==> src/rtl/recv_img_pkg.sv <==
// Shared state encodings and constants for the recv_img UART image loader.
package recv_img_pkg;

   typedef enum logic [1:0] {
      INACTIVE  = 2'd0,
      RECEIVING = 2'd1,
      DONE      = 2'd2
   } top_state_e;

   typedef enum logic [1:0] {
      RX_IDLE  = 2'd0,
      RX_START = 2'd1,
      RX_DATA  = 2'd2,
      RX_STOP  = 2'd3
   } rx_state_e;

   localparam logic [1:0] TIMEOUT_STATE_CODE = 2'b11;

endpackage

==> src/rtl/recv_img_uart_rx.sv <==
// 8N1 UART receiver, LSB first: 2-flop synchroniser, start-bit glitch reject, stop-bit check.
// valid_o/err_o are one-cycle pulses the cycle after the stop-bit centre; no backpressure.
module uart_rx
   import recv_img_pkg::*;
#(
   parameter int CLOCKS_PER_BAUD = 50
) (
   input  logic       clk,
   input  logic       rst_n_in,
   input  logic       rx_in,
   output logic [7:0] data_o,
   output logic       valid_o,
   output logic       err_o
);

   localparam int            CW       = $clog2(CLOCKS_PER_BAUD);
   localparam logic [CW-1:0] FULL_CNT = CW'(CLOCKS_PER_BAUD - 1);
   localparam logic [CW-1:0] HALF_CNT = CW'(CLOCKS_PER_BAUD / 2 - 1);

   logic            meta_q, sync_q, prev_q;
   rx_state_e       state_q, state_d;
   logic [CW-1:0]   cnt_q, cnt_d;
   logic [2:0]      bit_q, bit_d;
   logic [7:0]      shift_q, shift_d;
   logic            valid_q, valid_d;
   logic            err_q, err_d;

   // Line idles high, so the synchroniser resets high to avoid a false start edge.
   always_ff @(posedge clk or negedge rst_n_in) begin
      if (!rst_n_in) begin
         meta_q  <= 1'b1;
         sync_q  <= 1'b1;
         prev_q  <= 1'b1;
         state_q <= RX_IDLE;
         cnt_q   <= '0;
         bit_q   <= '0;
         shift_q <= '0;
         valid_q <= 1'b0;
         err_q   <= 1'b0;
      end else begin
         meta_q  <= rx_in;
         sync_q  <= meta_q;
         prev_q  <= sync_q;
         state_q <= state_d;
         cnt_q   <= cnt_d;
         bit_q   <= bit_d;
         shift_q <= shift_d;
         valid_q <= valid_d;
         err_q   <= err_d;
      end
   end

   always_comb begin
      state_d = state_q;
      cnt_d   = cnt_q + 1'b1;
      bit_d   = bit_q;
      shift_d = shift_q;
      valid_d = 1'b0;
      err_d   = 1'b0;
      case (state_q)
         RX_IDLE: begin
            cnt_d = '0;
            if (prev_q && !sync_q) begin
               state_d = RX_START;
            end
         end
         RX_START: begin
            if (cnt_q == HALF_CNT) begin
               cnt_d   = '0;
               bit_d   = '0;
               state_d = sync_q ? RX_IDLE : RX_DATA;
            end
         end
         RX_DATA: begin
            if (cnt_q == FULL_CNT) begin
               cnt_d   = '0;
               shift_d = {sync_q, shift_q[7:1]};
               if (bit_q == 3'd7) begin
                  state_d = RX_STOP;
               end else begin
                  bit_d = bit_q + 3'd1;
               end
            end
         end
         RX_STOP: begin
            if (cnt_q == FULL_CNT) begin
               cnt_d   = '0;
               valid_d = sync_q;
               err_d   = !sync_q;
               state_d = RX_IDLE;
            end
         end
         default: state_d = RX_IDLE;
      endcase
   end

   assign data_o  = shift_q;
   assign valid_o = valid_q;
   assign err_o   = err_q;

endmodule

==> src/rtl/recv_img.sv <==
// UART-to-BRAM image loader: stores BRAM_LENGTH bytes from address 0, we one cycle after each byte, then pulses img_received.
// No backpressure (the UART cannot stall). Define RECV_IMG_TIMEOUT_EN to restart a capture stalled for TIMEOUT_CYCLES.
module recv_img
   import recv_img_pkg::*;
#(
   parameter int BRAM_LENGTH     = 64 * 64,
   parameter int ADDR_WIDTH      = 14,
   parameter int CLOCKS_PER_BAUD = 50,
   parameter int TIMEOUT_CYCLES  = 50 * 10 * 4
) (
   input  logic                  clk,
   input  logic                  rst_n_in,
   input  logic                  rx,
   input  logic                  img_request,
   output logic [ADDR_WIDTH-1:0] address,
   output logic [7:0]            data_out,
   output logic                  we,
   output logic                  busy,
   output logic                  img_received,
   output logic                  frame_err,
   output logic [1:0]            out_state
);

   localparam logic [ADDR_WIDTH:0] LAST_PIX = (ADDR_WIDTH + 1)'(BRAM_LENGTH - 1);

   logic [7:0] rx_data;
   logic       rx_valid;
   logic       rx_err;

   uart_rx #(
      .CLOCKS_PER_BAUD(CLOCKS_PER_BAUD)
   ) u_rx (
      .clk     (clk),
      .rst_n_in(rst_n_in),
      .rx_in   (rx),
      .data_o  (rx_data),
      .valid_o (rx_valid),
      .err_o   (rx_err)
   );

   top_state_e            state_q, state_d;
   logic [ADDR_WIDTH:0]   pix_count_q, pix_count_d;
   logic [ADDR_WIDTH-1:0] address_q, address_d;
   logic [7:0]            data_q, data_d;
   logic                  we_q, we_d;
   logic                  busy_q, busy_d;
   logic                  img_received_q, img_received_d;
   logic                  frame_err_q, frame_err_d;

`ifdef RECV_IMG_TIMEOUT_EN
   localparam int            GW       = $clog2(TIMEOUT_CYCLES + 1);
   localparam logic [GW-1:0] GAP_LAST = GW'(TIMEOUT_CYCLES - 1);

   logic [GW-1:0] gap_q, gap_d;
   logic          timeout_q, timeout_d;

   always_ff @(posedge clk or negedge rst_n_in) begin
      if (!rst_n_in) begin
         gap_q     <= '0;
         timeout_q <= 1'b0;
      end else begin
         gap_q     <= gap_d;
         timeout_q <= timeout_d;
      end
   end
`else
   // Timeout support compiled out; parameter kept for a uniform interface.
   localparam int timeout_cycles_unused = TIMEOUT_CYCLES;
`endif

   always_ff @(posedge clk or negedge rst_n_in) begin
      if (!rst_n_in) begin
         state_q        <= INACTIVE;
         pix_count_q    <= '0;
         address_q      <= '0;
         data_q         <= '0;
         we_q           <= 1'b0;
         busy_q         <= 1'b0;
         img_received_q <= 1'b0;
         frame_err_q    <= 1'b0;
      end else begin
         state_q        <= state_d;
         pix_count_q    <= pix_count_d;
         address_q      <= address_d;
         data_q         <= data_d;
         we_q           <= we_d;
         busy_q         <= busy_d;
         img_received_q <= img_received_d;
         frame_err_q    <= frame_err_d;
      end
   end

   always_comb begin
      state_d        = state_q;
      pix_count_d    = pix_count_q;
      address_d      = address_q;
      data_d         = data_q;
      we_d           = 1'b0;
      busy_d         = busy_q;
      img_received_d = 1'b0;
      frame_err_d    = frame_err_q;
`ifdef RECV_IMG_TIMEOUT_EN
      gap_d          = '0;
      timeout_d      = 1'b0;
`endif
      case (state_q)
         INACTIVE: begin
            busy_d = 1'b0;
            if (img_request) begin
               state_d     = RECEIVING;
               pix_count_d = '0;
               frame_err_d = 1'b0;
               busy_d      = 1'b1;
            end
         end
         RECEIVING: begin
            if (rx_valid) begin
               we_d        = 1'b1;
               data_d      = rx_data;
               address_d   = pix_count_q[ADDR_WIDTH-1:0];
               pix_count_d = pix_count_q + 1'b1;
               if (pix_count_q == LAST_PIX) begin
                  state_d = DONE;
               end
            end else if (rx_err) begin
               frame_err_d = 1'b1;
            end
`ifdef RECV_IMG_TIMEOUT_EN
            // Only a started image can stall; an empty capture waits forever.
            if (!rx_valid && pix_count_q != '0) begin
               if (gap_q == GAP_LAST) begin
                  pix_count_d = '0;
                  timeout_d   = 1'b1;
               end else begin
                  gap_d = gap_q + 1'b1;
               end
            end
`endif
         end
         DONE: begin
            img_received_d = 1'b1;
            busy_d         = 1'b0;
            state_d        = INACTIVE;
         end
         default: state_d = INACTIVE;
      endcase
   end

   assign address      = address_q;
   assign data_out     = data_q;
   assign we           = we_q;
   assign busy         = busy_q;
   assign img_received = img_received_q;
   assign frame_err    = frame_err_q;

`ifdef RECV_IMG_TIMEOUT_EN
   assign out_state = timeout_q ? TIMEOUT_STATE_CODE : state_q;
`else
   assign out_state = state_q;
`endif

endmodule

==> config.mk <==
export PLATFORM = sky130hd
export DESIGN_NAME = recv_img
export DESIGN_NICKNAME = d
export VERILOG_FILES = /design/src/rtl/recv_img_pkg.sv /design/src/rtl/recv_img_uart_rx.sv /design/src/rtl/recv_img.sv
export SDC_FILE = /design/constraint.sdc
export NUM_CORES = 1
export LEC_CHECK = 0
export CORE_ASPECT_RATIO = 0.75
export CORE_MARGIN = 3
export CORE_UTILIZATION = 50
export DETAILED_ROUTE_END_ITERATION = 10
export PLACE_DENSITY_LB_ADDON = 0.3
export SLEW_MARGIN = 5
export SYNTH_ARGS = -nofsm -noshare
export SYNTH_HDL_FRONTEND = slang
export SYNTH_SLANG_ARGS = --single-unit
==> constraint.sdc <==
create_clock -name clk -period 1.9 [get_ports clk]
set_clock_uncertainty 0.05 [all_clocks]
set_input_delay 0.285 -clock clk [delete_from_list [all_inputs] [get_ports clk]]
set_output_delay 0.285 -clock clk [all_outputs]
set_load 0.01 [all_outputs]
# Word level (Yosys, flattened, before mapping)
# Index checks and enable logic that the tools add are counted.
# W data, S select, Z words.
# word_totals
elab_cells	89
output_inout_bits	28
in_bits	4
reg_bits	67
# op_classes
muxes	34
addsub	3
eq_ne	20
n_reduce_logical	15
# op_table
op	n
$mux W15	2
$pmux W15 S2	1
$mux W2	9
$pmux W6 S3	1
$add A15 B1 Y15 const B	1
$eq A15 B12 Y1 const B	1
$ne A2 B1 Y1 const B	7
$mux W6	2
$mux W1	11
$mux W3	3
$ne A2 B2 Y1 const B	4
$pmux W2 S4	1
$reduce_and A4 Y1	2
$add A6 B1 Y6 const B	1
$eq A2 B2 Y1 const B	3
$eq A6 B5 Y1 const B	1
$eq A6 B6 Y1 const B	1
$pmux W3 S2	1
$reduce_and A3 Y1	2
$reduce_bool A2 Y1	3
$reduce_and A5 Y1	1
$eq A2 B1 Y1 const B	2
$logic_not A2 Y1	2
$pmux W1 S2	2
other kinds (7)	8

# Logic depth before layout (Yosys ltp)
# Gate-level depths: netlist of the first run.
# logic_depth
ltp_word	4
ltp_mapped	6
mapped_depth_nobuf	6

# Modules after synthesis
# A second synthesis of the first run with hierarchy kept.
# unflattened
hier_cells	249
hier_area_um2	2856.5
# modules_own_cells
module	seq_area_each_um2	n_inst	cells_each	area_per_inst_um2
recv_img	1076.0	1	171	1831.8
uart_rx	604.3	1	78	1024.7

# Worst setup path before layout of the first run
# Ideal clock, no wire load.
# synth_timing
path_kind	flip-flop to flip-flop
start	reg state_q[0], in the netlist out_state[0]
end	reg pix_count_q[13]
arrival_ns	1.706
n_path_buf	2
setup_slack_ns	0.004
period_less_slack_ns	1.896
stages_incl_launch_ff	7
setup_ns	0.140
path_cell_list	dfrtp_1 buf_4 mux2i_1 or4_1 clkbuf_2 o311ai_0 o41ai_1
# synth_via
elab_chain_len	3
# synth_lines
item	line_no	rtl
from (decl)	recv_img.sv:41	top_state_e state_q, state_d;
from (signal assigned)	recv_img.sv:82	state_q <= state_d;
$eq A2 B1 Y1 or $logic_not A2 Y1 (tied branches)	recv_img.sv:106	case (state_q)
$ne A2 B1 Y1 (no line), or another cell as far along	n/a	
$reduce_and A3 Y1 (no line)	n/a	
to (signal assigned)	recv_img.sv:83	pix_count_q <= pix_count_d;
to (decl)	recv_img.sv:42	logic [ADDR_WIDTH:0] pix_count_q, pix_count_d;
# Several ways; a longest one is shown, not always the timed one.
# A chain may end at the register's enable or synchronous reset.

# Worst setup path in the final report of the first run
# layout_timing
start	reg pix_count_q[4]
end	reg pix_count_q[13]
# layout_via
elab_chain_len	3
# layout_lines
item	line_no	rtl
$add A15 B1 Y15	recv_img.sv:121	pix_count_d = pix_count_q + 1'b1;
$mux W15	recv_img.sv:117	if (rx_valid) begin
$pmux W15 S2	recv_img.sv:106	
# Every way passes these cells. The select of a mux whose other input is x is not followed.

==> summary.md, run 1 <==
| Metric | Value |
|---|---|
| Initial antenna violation count | `0` |
| Post-synth EDFFs | `0` |
| R2r startpoint | `pix_count_q[4]$_DFFE_PN0P_` |
| Fin. Hold Viols | `0` |
| Die width | `between 90 and 100 microns` |
| Clk sinks | `between 60 and 70` |
| Synth Instances | `about 280` |
| GPL Wtd Cong | `about 0.84` |
| Final setup viols | `0` |
| Async SR Flop Fraction | `100%` |
| Critical Path Start | `pix_count_q[4]$_DFFE_PN0P_` |
| RSZ-0062 raised after global routing | `no` |
| Min cycle time layout | `1850 ps` |
| Die height | `approximately 71 microns` |
| ANT cells | `0` |
| Crit path kind | `flop to flop` |
| P per Cell Area | `843 nW/um^2` |
| Routed length per placed instance | `around 14 microns` |
| Core area | `roughly 5400 sq um` |
| Main synth FF type | `dfrtp_1` |
| Final core occ | `between 60 and 70%` |
| Syn avg cell area | `10.2 sq um` |
| Slew margin rel. | `between 70% and 80%` |
| Placed Instances | `about 400` |
| Vias per Instance | `between 5 and 6` |
| Final cell count without fillers | `around 410` |
| Remaining antenna violation count | `0` |
| Initial DRC Count | `about 150` |
| Starting density of the core | `a little over half` |
| CTS tree | `yes` |
| Post-Syn Area | `between 2000 and 3000 sq um` |
| Syn-to-layout area delta | `25.8%` |
| Worst Hold Class | `input pin to flop` |
| Total negative setup slack | `0 ps` |
| Clock transition at path regs | `about 70 ps` |
| Via count | `2,167` |
| DPL Wire Length | `3.98 mm` |
| Yosys warning count | `0` |
| Gr usage total | `19.8%` |
| Clk root buf | `clkbuf_8` |
| Clk buf depth | `2` |
| Critical Path RT | `a little over 2000 ps` |
| Max VDD drop | `about 0.00088 V` |
| # H-tree levels | `3` |
| Synthesis-stage register bit count | `67` |
| Leakage power | `roughly 1.7 nW` |
| Share of cells above drive strength 1 | `between 10% and 20%` |
| Distinct cells, synth | `43` |
| Top-area cell type share of the netlist area | `between 50% and 60%` |
| Post-place setup slack | `-203 ps` |
| Maximum clock rate | `540 MHz` |
| CP Launch Type | `flop` |
| Clk_lat worst skew | `~350 ps` |
| Io pins | `32` |
| Global-route wire length before repair | `around 10 mm` |
| Die area | `~6600 sq um` |
| Filler cells | `429` |
| Largest cells by area after synthesis | `dfrtp_1, nand2_1, mux2_2` |
| Crit-path max FO | `5` |
| Largest net degree at the start of global routing | `68` |
| Tcrit/Tclk final | `97.5%` |
| Max-cap viol count | `0` |
| Worst setup EP type | `flop` |
| Gr ovfl total | `0` |
| Status | `finished, final reports clean` |
| Num rows | `23` |
| CTS Buf Count | `9` |
| Slew @ Worst Pin | `about 370 ps` |
| Residual DRC count | `0` |
| Cell taking the most area after synthesis | `dfrtp_1` |
| Postcts setup bufs | `0` |
| Slew Viols, Final | `0` |
| Nets | `~340` |
| Vias in the first global route | `~2,200` |
| Syn Nets | `289` |
| DR pass1 iterations | `4` |
| Seq/Total Area, Yosys | `roughly three fifths` |
| Routed wire length | `between 5 and 6 mm` |
| Port bufs | `31` |
| Final worst setup slack | `~47 ps` |
| Min-Delay Startpoint | `rx` |
| CP Data Arrival Time | `about 2000 ps` |
| Hold WS | `293 ps` |
## cell type report
class                      instances  area, sq um  area share (%)
clock inverter                     7         68.8            1.92
tap                               75         93.8            2.62
multi-input combinational        194         1100            30.8
clock buffer                       9          124            3.46
timing repair buffer              53          485            13.5
inverter                           8         30.0           0.838
sequential                        67         1680            46.9
## kinds of logic (layout without fill, tap and decap cells)
| kind of cell | after synthesis | in the layout | synth area share (%) |
|---|---|---|---|
| flip-flops | 67 | 67 | 59.0 |
| AND/OR/NAND/NOR | 137 | 137 | 22.2 |
| AO/OA/AOI/OAI | 31 | 31 | 6.63 |
| buffers and inverters | 18 | 77 | 2.55 |
| XOR/XNOR | 10 | 10 | 3.07 |
| multiplexers | 10 | 10 | 3.91 |
| adder cells (fa/ha/maj) | 6 | 6 | 2.63 |
## per-layer routing
layer | vias up | track usage, % | share of wire (%)
li1 | 1057 | - | -
met1 | 1059 | 25.8 | 47
met4 | 0 | 4.88 | 0.79
met2 | 45 | 31.5 | 47
met3 | 6 | 7.66 | 4.9
met5 | - | 0 | 0
## timing repair
action / in CTS / in global routing
resized for setup: 0 / 2
hold endpoints to repair: 64 / 0
hold buffers: 1 / 0
endpoints found under the setup margin: 0 / 2
## cell usage after synthesis (all sizes together), types with 2 or more instances
| library cell | count |
|---|---|
| o21ai | 10 |
| nand4 | 5 |
| dfstp | 3 |
| and3 | 2 |
| nand2b | 3 |
| or4 | 2 |
| xnor2 | 5 |
| inv | 8 |
| a31o | 2 |
| or3 | 4 |
| xor2 | 5 |
| dfrtp | 64 |
| nor2 | 18 |
| nand4b | 2 |
| buf | 2 |
| mux2 | 9 |
| nand3 | 7 |
| nor3 | 6 |
| ha | 6 |
| clkbuf | 8 |
| nor2b | 2 |
| nand2 | 76 |
| a21oi | 11 |
| nor4 | 2 |
## worst max-delay path, cell delays in order, from the launching register on
cell	delay (ps)
dfrtp_1	420
nand4_1	160
or4_1	630
o311ai_0	330
o41ai_1	130
## metrics by stage
step / area [sq um] / total power [mW]
finish: 3580 / 3.02
global route: 3580 / 3.17
CTS: 3580 / 3.06
detailed placement: 3380 / 1.90
global placement: 3380 / 1.88
floorplan: 2850 / 1.78
## power breakdown
group          leakage [nW]  internal, mW  switching, mW
combinational         0.761         0.124          0.155
clock                0.0950         0.600          0.548
sequential            0.879          1.50         0.0968
total                  1.73          2.22          0.800
## final timing paths
| check | end | slack, ps | depth (start not counted) |
|---|---|---|---|
| setup reg to reg | pix_count_q[13]$_DFFE_PN0P_ | 50 | 4 |
| min in group asynchronous | img_received$_DFF_PN0_ | 420 | 3 |
| max in group asynchronous | u_rx.sync_q$_DFF_PN1_ | 1020 | 3 |
| hold / removal | u_rx.meta_q$_DFF_PN1_ | 290 | 1 |
| hold reg to reg | u_rx.sync_q$_DFF_PN1_ | 310 | 0 |
| setup / recovery | pix_count_q[13]$_DFFE_PN0P_ | 50 | 4 |
## placed cells by master, fill, tap and decap left out, types with 7 or more instances in the layout
cell type and n:
nand2_1 76, dfrtp_1 64, clkdlybuf4s50_1 30, buf_4 20, nor2_1 18, a21oi_1 11
o21ai_0 10, mux2_2 9, clkbuf_8 9, inv_1 8, nand3_1 7
## sequential cells by signal, indices dropped and copies added, names as in the netlist, named ones only
register and count:
address 14, busy 1, data_out 8, frame_err 1, img_received 1, out_state 2
pix_count_q 15, u_rx.bit_q 3, u_rx.cnt_q 6, u_rx.data_o 8, u_rx.err_o 1, u_rx.meta_q 1
u_rx.prev_q 1, u_rx.state_q 1, u_rx.sync_q 1, u_rx.valid_o 1, we 1
(Power assumes the default switching activity.)
==> inputs of run 2 (changes only) <==
--- a/constraint.sdc
+++ b/constraint.sdc
@@ -4,2 +4,2 @@
 set_output_delay 0.285 -clock clk [all_outputs]
-set_load 0.01 [all_outputs]
+set_load 0.02 [all_outputs]
==> run 2 against run 1 <==
Sequential cell count unchanged. Via count down 1.9%. Sequential share of layout area about the same. Final cell count down 0.48%. Fmax up 1.6%. Sequential power about the same. Global-route usage down 0.15 points.
==> summary.md, run 2 (synthesis results as in run 1) <==
| Metric | Value |
|---|---|
| Via count | `approximately 2,100` |
| Starting density of the core | `between 50% and 60%` |
| Max VDD drop | `approximately 0.00059 V` |
| Hold Path Depth | `1` |
| Port bufs | `31` |
| Min cycle time layout | `1820 ps` |
| Die area | `6650 sq um` |
| Vias in the first global route | `between 2,000 and 2,500` |
| Die width | `93.2 microns` |
| Max reg flops | `15` |
| Depth of the most critical reg-to-reg path | `4` |
| Clk buf depth | `2` |
| Worst setup EP type | `output port` |
| Die height | `between 70 and 80 microns` |
| Final setup viols | `0` |
| Clock transition at path regs | `roughly 80 ps` |
| Clk_lat worst skew | `between 300 and 400 ps` |
| Filler cells | `between 400 and 500` |
| Most frequent cells in the layout | `nand2_1, dfrtp_1, clkdlybuf4s50_1` |
| ANT cells | `0` |
| Most common library cell in the layout ignoring fill and taps | `nand2_1` |
| Max-cap viol count | `0` |
| Routed length per placed instance | `13.6 microns` |
| Num rows | `23` |
| Gr ovfl total | `0` |
| Slew margin rel. | `77.0%` |
| Slew Viols, Final | `0` |
| Clk sinks | `67` |
| Worst Hold Class | `input pin to flop` |
| Fin. Hold Viols | `0` |
| Final cell count without fillers | `around 400` |
| Placed Instances | `between 300 and 400` |
| # H-tree levels | `3` |
| Initial antenna violation count | `0` |
| Global-route wire length before repair | `10.1 mm` |
| Slew @ Worst Pin | `about 340 ps` |
| Maximum clock rate | `about 550 MHz` |
| Crit path kind | `flop to output port` |
| CTS Buf Count | `9` |
| Routed wire length | `~5.6 mm` |
| Io pins | `32` |
| P per Cell Area | `between 800 and 900 nW/um^2` |
| Area of the multi-input gates | `1100 sq um` |
| Syn-to-layout area delta | `26.2%` |
| Vias per Instance | `between 5 and 6` |
| DR pass1 iterations | `4` |
| Crit-path max FO | `9` |
| CP Launch Type | `flop` |
| RSZ-0062 raised after global routing | `yes` |
| Status | `finished, final reports clean` |
| Final core occ | `~66%` |
| Residual DRC count | `0` |
| DPL Wire Length | `about 3.7 mm` |
| Gr usage total | `19.6%` |
| Largest net degree at the start of global routing | `about 70` |
| Initial DRC Count | `103` |
| Leakage power | `around 1.7 nW` |
| Seq. cell area | `~1700 sq um` |
| CTS tree | `yes` |
| Postcts setup bufs | `0` |
| GPL Wtd Cong | `about 0.8` |
| Critical Path RT | `about 1600 ps` |
| Share of cells above drive strength 1 | `around 17%` |
| CP Data Arrival Time | `between 1000 and 1500 ps` |
| Nets | `roughly 340` |
| Largest reg by FF count | `pix_count_q` |
| Tcrit/Tclk final | `a little over nine tenths` |
| Clk root buf | `clkbuf_8` |
| Core area | `~5400 sq um` |
| Remaining antenna violation count | `0` |
==> run 2: area by class of cell <==
class | count | share of cell area, %
inverters | 8 | 0.835
well taps | 75 | 2.61
clock inverters | 5 | 1.67
clock buffers | 11 | 4.21
repair buffers | 51 | 13.2
flip-flops and latches | 67 | 46.8
multi-input cells | 194 | 30.7
==> run 2: repair_timing <==
action,4_1_cts,5_1_grt
hold buffers,1,0
hold endpoints to repair,64,0
gates resized for setup,1,3
setup endpoints to repair,1,5
==> run 2: critical path, cell delays in order, from the launching register on <==
cell and delay (ps):
dfrtp_2 380, buf_4 150, clkdlybuf4s50_1 610
==> run 2: path summary, 6_finish.rpt <==
| kind | endpoint | startpoint | slack (ps) |
|---|---|---|---|
| max | out_state[0] | out_state[0]$_DFFE_PN0P_ | 80 |
| min | u_rx.meta_q$_DFF_PN1_ | rx | 290 |
| max reg2reg | pix_count_q[14]$_DFFE_PN0P_ | out_state[0]$_DFFE_PN0P_ | 110 |
| min reg2reg | u_rx.sync_q$_DFF_PN1_ | u_rx.meta_q$_DFF_PN1_ | 310 |
| max in group asynchronous | u_rx.prev_q$_DFF_PN1_ | rst_n_in | 1040 |
| min in group asynchronous | busy$_DFFE_PN0P_ | rst_n_in | 430 |
==> run 2: metal layers <==
layer,part of all wire [%],routed length (microns),GRT usage [%],vias up
li1,-,-,-,1052
met1,48,2690,26.2,1026
met2,46,2570,30.2,40
met3,4.1,226,6.09,8
met4,1.5,82,7.97,0
met5,0,0,0,-
==> run 2: per-stage QoR <==
step | worst slack (ps) | cell area (sq um) | setup TNS (ps) | power, mW | hold WS [ps]
3_5_place_dp | -234 | 3370 | -1160 | 1.89 | 281
5_1_grt | -15.0 | 3600 | -15.0 | 3.26 | 272
3_3_place_gp | -195 | 3370 | -949 | 1.88 | 279
6_report | 75.2 | 3600 | 0 | 3.11 | 287
2_1_floorplan | 11.4 | 2860 | 0 | 1.78 | -60.6
4_1_cts | 20.2 | 3590 | 0 | 3.14 | 274
==> run 2: power by group <==
part | total (mW) | internal [mW] | switching [mW]
logic | 0.277 | 0.125 | 0.153
clock network | 1.23 | 0.682 | 0.552
registers | 1.59 | 1.50 | 0.0944
total | 3.11 | 2.31 | 0.799
